File: config.mk
export PLATFORM = sky130hd
export DESIGN_NAME = cpu_fetch_pipe
export DESIGN_NICKNAME = d
export VERILOG_FILES = /design/src/rtl/cpu_fetch_pipe_pkg.sv /design/src/rtl/cpu_fetch_pipe_pc_unit.sv /design/src/rtl/cpu_fetch_pipe.sv
export SDC_FILE = /design/constraint.sdc
export NUM_CORES = 1
export LEC_CHECK = 0
export ABC_AREA = 1
export BUFFER_PORTS_ARGS = -buffer_cell sky130_fd_sc_hd__buf_2
export CAP_MARGIN = 40
export CORE_MARGIN = 4
export CORE_UTILIZATION = 44
export CTS_CLUSTER_DIAMETER = 60
export DETAILED_ROUTE_END_ITERATION = 12
export PLACE_DENSITY = 0.8
export SLEW_MARGIN = 0
export SYNTH_ARGS = -nofsm -noshare
export SYNTH_HDL_FRONTEND = slang
export SYNTH_HIERARCHICAL = 1
export SYNTH_SLANG_ARGS = --single-unit
File: constraint.sdc
create_clock -name clock -period 1.39 [get_ports clock]
set_input_delay 0.0695 -clock clock [delete_from_list [all_inputs] [get_ports clock]]
set_output_delay 0.0695 -clock clock [all_outputs]
set_load 0.05 [all_outputs]
File: src/rtl/cpu_fetch_pipe_pkg.sv
// Shared constants for the fetch pipeline: run-state encoding, opcode field and opcodes.
// The optional retire counter is enabled by defining FETCH_RETIRE_COUNT_EN.
package cpu_fetch_pipe_pkg;

    typedef enum logic {
        ST_IDLE = 1'b0,
        ST_EXEC = 1'b1
    } run_state_e;

    typedef enum logic [1:0] {
        PC_SEL_HOLD   = 2'd0,
        PC_SEL_INC    = 2'd1,
        PC_SEL_BRANCH = 2'd2
    } pc_sel_e;

    localparam int OPCODE_MSB = 15;
    localparam int OPCODE_LSB = 11;

    localparam logic [4:0] OP_NOP  = 5'b00000;
    localparam logic [4:0] OP_HALT = 5'b11111;

    function automatic logic [4:0] opcode_of(input logic [15:0] word);
        return word[OPCODE_MSB:OPCODE_LSB];
    endfunction

    function automatic logic is_halt(input logic [15:0] word);
        return opcode_of(word) == OP_HALT;
    endfunction

endpackage

File: src/rtl/cpu_fetch_pipe_pc_unit.sv
// Program counter register and next-PC selection (branch > stall/halt hold > increment).
module cpu_pc_unit #(
    parameter int                  PC_WIDTH = 8,
    parameter logic [PC_WIDTH-1:0] RESET_PC = '0
) (
    input  logic                clock,
    input  logic                reset,
    input  logic                state,
    input  logic                branch,
    input  logic [PC_WIDTH-1:0] branch_target,
    input  logic                stall,
    input  logic                halt_pending,
    output logic [PC_WIDTH-1:0] pc
);
    import cpu_fetch_pipe_pkg::*;

    logic [PC_WIDTH-1:0] r_pc;
    logic [PC_WIDTH-1:0] w_pc_next;
    pc_sel_e             w_sel;

    always_comb begin
        w_sel = PC_SEL_HOLD;
        if (state == ST_EXEC) begin
            if (branch) begin
                w_sel = PC_SEL_BRANCH;
            end else if (stall || halt_pending) begin
                w_sel = PC_SEL_HOLD;
            end else begin
                w_sel = PC_SEL_INC;
            end
        end
    end

    // Increment wraps naturally at 2^PC_WIDTH.
    always_comb begin
        w_pc_next = r_pc;
        case (w_sel)
            PC_SEL_INC:    w_pc_next = r_pc + PC_WIDTH'(1);
            PC_SEL_BRANCH: w_pc_next = branch_target;
            default:       w_pc_next = r_pc;
        endcase
    end

    always_ff @(posedge clock or negedge reset) begin
        if (!reset) begin
            r_pc <= RESET_PC;
        end else begin
            r_pc <= w_pc_next;
        end
    end

    assign pc = r_pc;

endmodule

File: src/rtl/cpu_fetch_pipe.sv
// Instruction fetch and IR shift chain (ID->EX->MEM->WB) with branch flush, stall bubbles and HALT drain.
// Define FETCH_RETIRE_COUNT_EN to build the retired-instruction counter.
module cpu_fetch_pipe #(
    parameter int                  PC_WIDTH = 8,
    parameter logic [PC_WIDTH-1:0] RESET_PC = '0,
    parameter logic [15:0]         NOP_WORD = 16'h0000
) (
    input  logic                clock,
    input  logic                reset,
    input  logic                state,
    input  logic [15:0]         i_datain,
    input  logic                stall,
    input  logic                branch_taken,
    input  logic [PC_WIDTH-1:0] branch_target,
    output logic [PC_WIDTH-1:0] pc,
    output logic [15:0]         id_ir,
    output logic [15:0]         ex_ir,
    output logic [15:0]         mem_ir,
    output logic [15:0]         wb_ir,
    output logic [15:0]         retired_count
);
    import cpu_fetch_pipe_pkg::*;

    localparam int NUM_STAGES = 4;
    localparam int ID_S  = 0;
    localparam int EX_S  = 1;
    localparam int MEM_S = 2;
    localparam int WB_S  = 3;

    logic [15:0] r_ir      [NUM_STAGES];
    logic [15:0] w_ir_next [NUM_STAGES];
    logic        w_halt_pending;
    logic        w_exec;

    assign w_exec = (state == ST_EXEC);

    // A HALT anywhere before WB freezes fetch; once it reaches WB the controller takes over.
    assign w_halt_pending = is_halt(r_ir[ID_S]) | is_halt(r_ir[EX_S]) | is_halt(r_ir[MEM_S]);

    cpu_pc_unit #(
        .PC_WIDTH (PC_WIDTH),
        .RESET_PC (RESET_PC)
    ) u_pc_unit (
        .clock         (clock),
        .reset         (reset),
        .state         (state),
        .branch        (branch_taken),
        .branch_target (branch_target),
        .stall         (stall),
        .halt_pending  (w_halt_pending),
        .pc            (pc)
    );

    always_comb begin
        for (int s = 0; s < NUM_STAGES; s++) begin
            w_ir_next[s] = NOP_WORD;
        end
        if (w_exec) begin
            // MEM and WB always advance while executing; only ID/EX depend on flush/stall.
            w_ir_next[MEM_S] = r_ir[EX_S];
            w_ir_next[WB_S]  = r_ir[MEM_S];
            if (branch_taken) begin
                w_ir_next[ID_S] = NOP_WORD;
                w_ir_next[EX_S] = NOP_WORD;
            end else if (stall) begin
                w_ir_next[ID_S] = r_ir[ID_S];
                w_ir_next[EX_S] = NOP_WORD;
            end else begin
                w_ir_next[ID_S] = w_halt_pending ? NOP_WORD : i_datain;
                w_ir_next[EX_S] = r_ir[ID_S];
            end
        end
    end

    generate
        for (genvar gi = 0; gi < NUM_STAGES; gi++) begin : g_ir_stage
            always_ff @(posedge clock or negedge reset) begin
                if (!reset) begin
                    r_ir[gi] <= NOP_WORD;
                end else begin
                    r_ir[gi] <= w_ir_next[gi];
                end
            end
        end
    endgenerate

    assign id_ir  = r_ir[ID_S];
    assign ex_ir  = r_ir[EX_S];
    assign mem_ir = r_ir[MEM_S];
    assign wb_ir  = r_ir[WB_S];

`ifdef FETCH_RETIRE_COUNT_EN
    logic [15:0] r_retired_count;

    always_ff @(posedge clock or negedge reset) begin
        if (!reset) begin
            r_retired_count <= 16'h0000;
        end else if (w_exec && (opcode_of(w_ir_next[WB_S]) != OP_NOP)) begin
            r_retired_count <= r_retired_count + 16'd1;
        end
    end

    assign retired_count = r_retired_count;
`else
    assign retired_count = 16'h0000;
`endif

endmodule

==> reports/qor.yml, run 1 <==
status: "complete, no violations"
placed_cells: 564
global_route_wire_length_before_repair_um: 11000
grt_start_max_net_pins: 37
post_route_clock_skew_ns: 0.0115
placement.io_buffers: 100
tritoncts: "yes"
initial_core_util_pct: 45.9
remaining_routing_drc_violations: 0
clk_path_buf_depth: 2
syn_avg_cell_area_um2: 8.66
post_drt_via_cell_ratio: 4.34
relSlewSlack_pct: 60.5
core_area_um2: 6870
crit_chain: "nand3_2 > nor2_2 > nor2_2 > nand2_2 > nor2_4 > nand2_4 > nand2_8 > nor2_1 > a31oi_1"
finalCritPeriodShare_pct: 99.7
dpl-instance-area_um2: 3790
path_common_cell: "nor2_2"
die_area_um2: 8580
drt-wirelength-per-cell_um: 11.5
globalRouteOverflowTotal: 0
cpMaxStageDelayCell: "dfrtp_2"
design_power_total_mw: 5.01
post_synth_inst_count: 364
netlist.area_leader.share_pct: 57.2
critical_path_peak_fanout: 6
vias: 2557
critical_path.top_delay_family: "simple AND/OR/NAND/NOR gates"
finalWeightedCongestion: 0.795
synth-warning-count: 6
wirelength_um: 6800
antenna-diode-count: 0
post_layout_nonfiller_instances: 589
grt_antenna_before_repair: 0
top_signal_layer_used: "met4"
hold_path_startpoint: "i_datain[12]"
critPathArrivalTime_ns: 1.63
yosysSeqAreaShare_pct: 57.2
timing.setup.critical_path_class: "register to register"
slowest_cell_delay_on_critical_path_ns: 0.41
dominantRegCellSynth: "dfrtp_1"
layout.cell_area.non_filler_um2: 4160
cts_made_buffers: 9
synth_top_cells_by_area: "dfrtp_1 (57%), nand2_1 (11%), inv_1 (9.1%)"
timing.max_cap.violations: 0
worst_setup_path_start_kind: "register"
pwr_density_cell_nw_per_um2: 1200
dr.first_iter.drc_count: 64
post_synth_num_cell_types: 26
drt_first_pass_iters: 4
first_global_vias: 2398
row_count: 30
floorplan.io_pins: 117
timing.critical_path.buf_inv: 0
cp_data_required_time_ns: 1.63
cts.sinks: 72
synth_seq_cells: 72
yosysTopAreaCell: "dfrtp_1"
met2_wl_um: 3180
rr_startpoint: "ex_ir[13]"
worst_setup_end_kind: "register"
grt_setup_unrepaired: "yes"
peakVddDrop_mv: 0.493
synth_most_common_cell: "nand2_1"
detailed_place_hpwl_um: 5020
synth_enable_flop_cells: 0
postSynth.asyncResetShare_pct: 100
holdCritPathClass: "input pin to register"
fmax_ghz: 0.722
die_h_um: 92.6
setup_violations: 0
post-route-min-period_ns: 1.39
worstMarginPinSlew_ns: 0.591
timing_hold_violations_final: 0
worst_skew_pair.late_latency_ns: 0.33
fin_nets: 518
die_width_um: 92.6
clock-root-buffer: "clkbuf_8"
wirelength_met1_um: 2910
detail-route-antenna-nets: 0
worst_setup_path_startpoint: "ex_ir[13]"
post_route_cells_drive_above_1_share_pct: 36.7
areaGrowthSynthToFinish_pct: 32.1
power.static_leakage_nw: 2.63
detailroute.wirelength.met3_um: 414
htreeDepth: 3
grtUsageTotal_pct: 16.2
ys_top_cells_by_count: "nand2_1 (92), inv_1 (76), dfrtp_1 (72), nor2_1 (36), nand3_1 (29)"
timing.final.max_slew_violations: 0
synth_area_um2: 3150
cts.reportedPaths.clkPinSlew_ns: 0.08
[through the flow]
step | TNS, ns | worst slack (ns) | hold WS, ns | util (%)
finish | 0 | 0.00459 | 0.0419 | 60.6
global route | -0.871 | -0.122 | 0.0336 | 60.6
CTS | -0.136 | -0.0345 | 0.0252 | 59.9
detailed placement | -0.0403 | -0.0191 | 0.0604 | 55.2
global placement | 0 | 0.0547 | 0.0471 | 55.2
floorplan | -2.16 | -0.291 | -0.226 | -
[worst register-to-register path: stages (launching register included)]
cell and delay [ns]:
dfrtp_2 0.41, nand3_2 0.08, nor2_2 0.04, nor2_2 0.13
nand2_2 0.09, nor2_4 0.10, nand2_4 0.10, nand2_8 0.13
nor2_1 0.05, a31oi_1 0.17
[final cells by class]
cell class | instances | area [µm²]
tap | 96 | 120
clock inverter | 6 | 91.3
inverter | 79 | 302
timing repair buffer | 124 | 711
fill | 606 | 2710
multi-input combinational | 202 | 982
sequential | 72 | 1820
clock buffer | 10 | 138
[where the power goes]
part	leakage (nW)	internal [mW]	switching, mW
combinational	1.55	0.232	0.685
clock	0.117	1.07	0.767
sequential	0.960	2.17	0.0933
total	2.63	3.47	1.55
[flip-flops by register name, indices dropped and copies added (netlist names)]
register / flops
mem_ir: 16
u_pc_unit/pc: 8
ex_ir: 16
wb_ir: 16
id_ir: 16
[per-layer routing]
metal  up-vias  global-route usage [%]
met2       103                    25.3
met3        23                    3.33
met1      1157                    20.9
met4         0                    9.89
li1       1274                       -
met5         -                       0
[cell usage in the layout, fill, tap and decap left out, drive strengths merged]
cell / count
nor2: 49
nand2: 97
o211ai: 1
nand3: 29
a21oi: 1
clkinv: 3
o21bai: 1
nand4: 1
bufinv: 2
nor3: 1
clkbuf: 10
ha: 1
conb: 16
xor2: 1
buf: 118
inv: 80
a31oi: 2
o21ai: 2
dfrtp: 72
dlygate4sd3: 6
[worst paths after layout]
kind,endpoint,slack (ns),depth (start not counted)
max in group asynchronous,mem_ir[14],0.62,3
worst max-delay path,u_pc_unit/pc[2],0.005,9
min in group asynchronous,u_pc_unit/pc[5],0.24,2
worst min register to register,wb_ir[1],0.46,2
worst min-delay path,id_ir[12],0.04,5
worst max register to register,u_pc_unit/pc[2],0.005,9
[cells by family (layout without fill, tap and decap cells)]
| family | Yosys count | in the layout | share of synthesized area (%) |
|---|---|---|---|
| AND/OR/NAND/NOR | 177 | 177 | 25.3 |
| buffers and inverters | 105 | 219 | 15.4 |
| flip-flops | 72 | 72 | 57.2 |
| AO/OA/AOI/OAI | 7 | 7 | 1.35 |
| adder cells (fa/ha/maj) | 1 | 1 | 0.397 |
| other | 1 | 16 | 0.119 |
| XOR/XNOR | 1 | 1 | 0.278 |
[repair_timing]
item / in CTS / in global routing
pin swaps: 4 / 4
setup buffers: 3 / 1
endpoints found under the hold margin: 39 / 0
resized for setup: 2 / 12
hold buffers: 6 / 0
setup endpoints to repair: 7 / 12
(Power assumes the default switching activity.)
==> run 2: changes to the inputs <==
--- a/config.mk
+++ b/config.mk
@@ -8,11 +8,13 @@
 export ABC_AREA = 1
 export BUFFER_PORTS_ARGS = -buffer_cell sky130_fd_sc_hd__buf_2
 export CAP_MARGIN = 40
-export CORE_MARGIN = 4
-export CORE_UTILIZATION = 44
+export CELL_PAD_IN_SITES_DETAIL_PLACEMENT = 1
+export CELL_PAD_IN_SITES_GLOBAL_PLACEMENT = 2
+export CORE_MARGIN = 2
+export CORE_UTILIZATION = 30
 export CTS_CLUSTER_DIAMETER = 60
 export DETAILED_ROUTE_END_ITERATION = 12
-export PLACE_DENSITY = 0.8
+export PLACE_DENSITY = 0.9
 export SLEW_MARGIN = 0
 export SYNTH_ARGS = -nofsm -noshare
 export SYNTH_HDL_FRONTEND = slang
==> constraint.sdc (replaced) <==
create_clock -name clock -period 1.69 [get_ports clock]
set_input_delay 0.0845 -clock clock [delete_from_list [all_inputs] [get_ports clock]]
set_output_delay 0.0845 -clock clock [all_outputs]
set_load 0.05 [all_outputs]
==> run 2 against run 1 <==
  * Register-to-register slack better by 0.29 ns
  * Total power down 24%
  * Final cell count increased by 4.8%
==> reports/qor.yml, run 2 (synthesized netlist as in run 1, its figures left out) <==
grt_antenna_before_repair: 0  # unchanged
core_area_um2: 10300  # was 6870 µm²
critical_path_peak_fanout: 6  # unchanged
vias: 2535  # was 2557
cts.reportedPaths.clkPinSlew_ns: 0.08  # about the same
worst_setup_end_kind: "register"  # unchanged
pwr_density_cell_nw_per_um2: 954  # was 1200 nW/µm²
commonest_non_fill_non_tap_cells_in_the_layout: "buf_2 (99), nand2_1 (92), inv_1 (76)"  # was buf_2 (99), nand2_1 (90), inv_1 (76)
detailed_place_hpwl_um: 5910  # was 5020 µm
grt_start_max_net_pins: 41  # was 37
peakVddDrop_mv: 0.296  # was 0.493 mV
row_count: 37  # was 30
top_signal_layer_used: "met4"  # unchanged
initial_core_util_pct: 30.7  # was 45.9%
detail-route-antenna-nets: 0  # unchanged
finalCritPeriodShare_pct: 82.6  # was 99.7%
placement.io_buffers: 100  # unchanged
clock-root-buffer: "clkbuf_8"  # unchanged
post_drt_via_cell_ratio: 4.11  # was 4.34
first_global_vias: 2632  # was 2398
drt-wirelength-per-cell_um: 12.5  # was 11.5 µm
post-route-min-period_ns: 1.40  # was 1.39 ns
grt_setup_unrepaired: "no"  # was yes
wirelength_met1_um: 3430  # was 2910 µm
detailroute.wirelength.met3_um: 405  # was 414 µm
status: "complete, no violations"  # unchanged
clk_path_buf_depth: 2  # unchanged
timing.setup.critical_path_class: "register to register"  # unchanged
remaining_routing_drc_violations: 0  # unchanged
setup_violations: 0  # unchanged
timing.final.max_slew_violations: 0  # unchanged
worst_skew_pair.late_latency_ns: 0.34  # was 0.33 ns
fin_nets: 506  # was 518
floorplan.io_pins: 117  # unchanged
cp_data_required_time_ns: 1.92  # was 1.63 ns
htreeDepth: 3  # unchanged
cts_made_buffers: 9  # unchanged
critPathArrivalTime_ns: 1.63  # about the same
globalRouteOverflowTotal: 0  # unchanged
timing.max_cap.violations: 0  # unchanged
die_h_um: 107  # was 92.6 µm
postLayoutCoreUtil_pct: 39.1  # was 60.6%
filler_cell_count: 1287  # was 606
fmax_ghz: 0.716  # was 0.722 GHz
relSlewSlack_pct: 55.1  # was 60.5%
met2_wl_um: 3630  # was 3180 µm
finalWeightedCongestion: 0.770  # was 0.795
die_width_um: 107  # was 92.6 µm
footprint_of_the_multi_input_gates_um2: 926  # was 982 µm²
cts.sinks: 72  # unchanged
wirelength_um: 7710  # was 6800 µm
cts-hold-fix-buffers: 6  # unchanged
post_cts_sizing: 0  # was 2
tritoncts: "yes"  # unchanged
power.static_leakage_nw: 2.51  # was 2.63 nW
drt_first_pass_iters: 4  # unchanged
post_route_clock_skew_ns: 0.00701  # was 0.0115 ns
holdCritPathClass: "input pin to register"  # unchanged
die_area_um2: 11300  # was 8580 µm²
worstMarginPinSlew_ns: 0.671  # was 0.591 ns
grtUsageTotal_pct: 14.6  # was 16.2%
worst_setup_path_start_kind: "register"  # unchanged
final-seq-area_um2: 1820  # unchanged
post_route_cells_drive_above_1_share_pct: 33.5  # was 36.7%
antenna-diode-count: 0  # unchanged
design_power_total_mw: 3.83  # was 5.01 mW
cts_post_setup_buffers_inserted: 0  # was 3
global_route_wire_length_before_repair_um: 12800  # was 11000 µm
mostFrequentLayoutCell: "buf_2"  # unchanged
timing_hold_violations_final: 0  # unchanged
dr.first_iter.drc_count: 54  # was 64
areaGrowthSynthToFinish_pct: 27.4  # was 32.1%
==> run 2: cell count changes in the layout (fill, tap and decap cells not counted), sizes merged <==
cell,before,now
buf,118,106
bufinv,2,0
clkbuf,10,9
clkinv,3,1
clkinvlp,0,3
inv,80,82
==> run 2: where the power goes <==
group / internal, mW / switching, mW
logic: 0.179 / 0.560
registers: 1.78 / 0.0780
clock network: 0.544 / 0.686
total: 2.51 / 1.32
==> run 2: worst paths after layout <==
path	slack, ns	start	to	cells after the start
worst min register to register	0.46	mem_ir[4]	wb_ir[4]	2
worst max register to register	0.29	id_ir[11]	u_pc_unit/pc[6]	10
worst min-delay path	0.02	branch_target[0]	u_pc_unit/pc[0]	3
min in group asynchronous	0.25	reset	id_ir[6]	2
worst max-delay path	0.29	id_ir[11]	u_pc_unit/pc[6]	10
max in group asynchronous	0.88	reset	mem_ir[4]	3
==> run 2: area by class of cell <==
cell class / instances / share of cell area (%)
sequential: 72 / 45.4
timing repair buffer: 112 / 15.5
clock buffer: 9 / 3.09
inverter: 79 / 7.45
tap: 136 / 4.24
clock inverter: 7 / 1.34
multi-input combinational: 202 / 23.1
==> run 2: stage by stage <==
step	area [µm²]	worst slack (ns)	cells	hold WS (ns)	setup TNS, ns
2_1_floorplan	3240	-0.000204	379	-0.211	-0.000204
3_3_place_gp	3780	0.357	595	0.0964	0
3_5_place_dp	3780	0.281	595	0.105	0
4_1_cts	4010	0.270	617	0.00926	0
5_1_grt	4010	0.0890	617	0.0162	0
6_report	4010	0.294	617	0.0246	0
==> run 2: critical path, stage by stage, from the launching register on <==
cell and delay [ns]:
dfrtp_2 0.43, nand3_1 0.10, nor2_1 0.05, nor2_2 0.09, nand2_1 0.06, nor2_1 0.13, nand2_2 0.11, nand2_4 0.12
inv_4 0.06, nand2_1 0.05, nand3_1 0.07
==> run 2: metal layers <==
metal	up-vias	track usage [%]
li1	1255	-
met1	1189	18.2
met2	75	23.9
met3	16	3.00
met4	0	7.33
met5	-	0
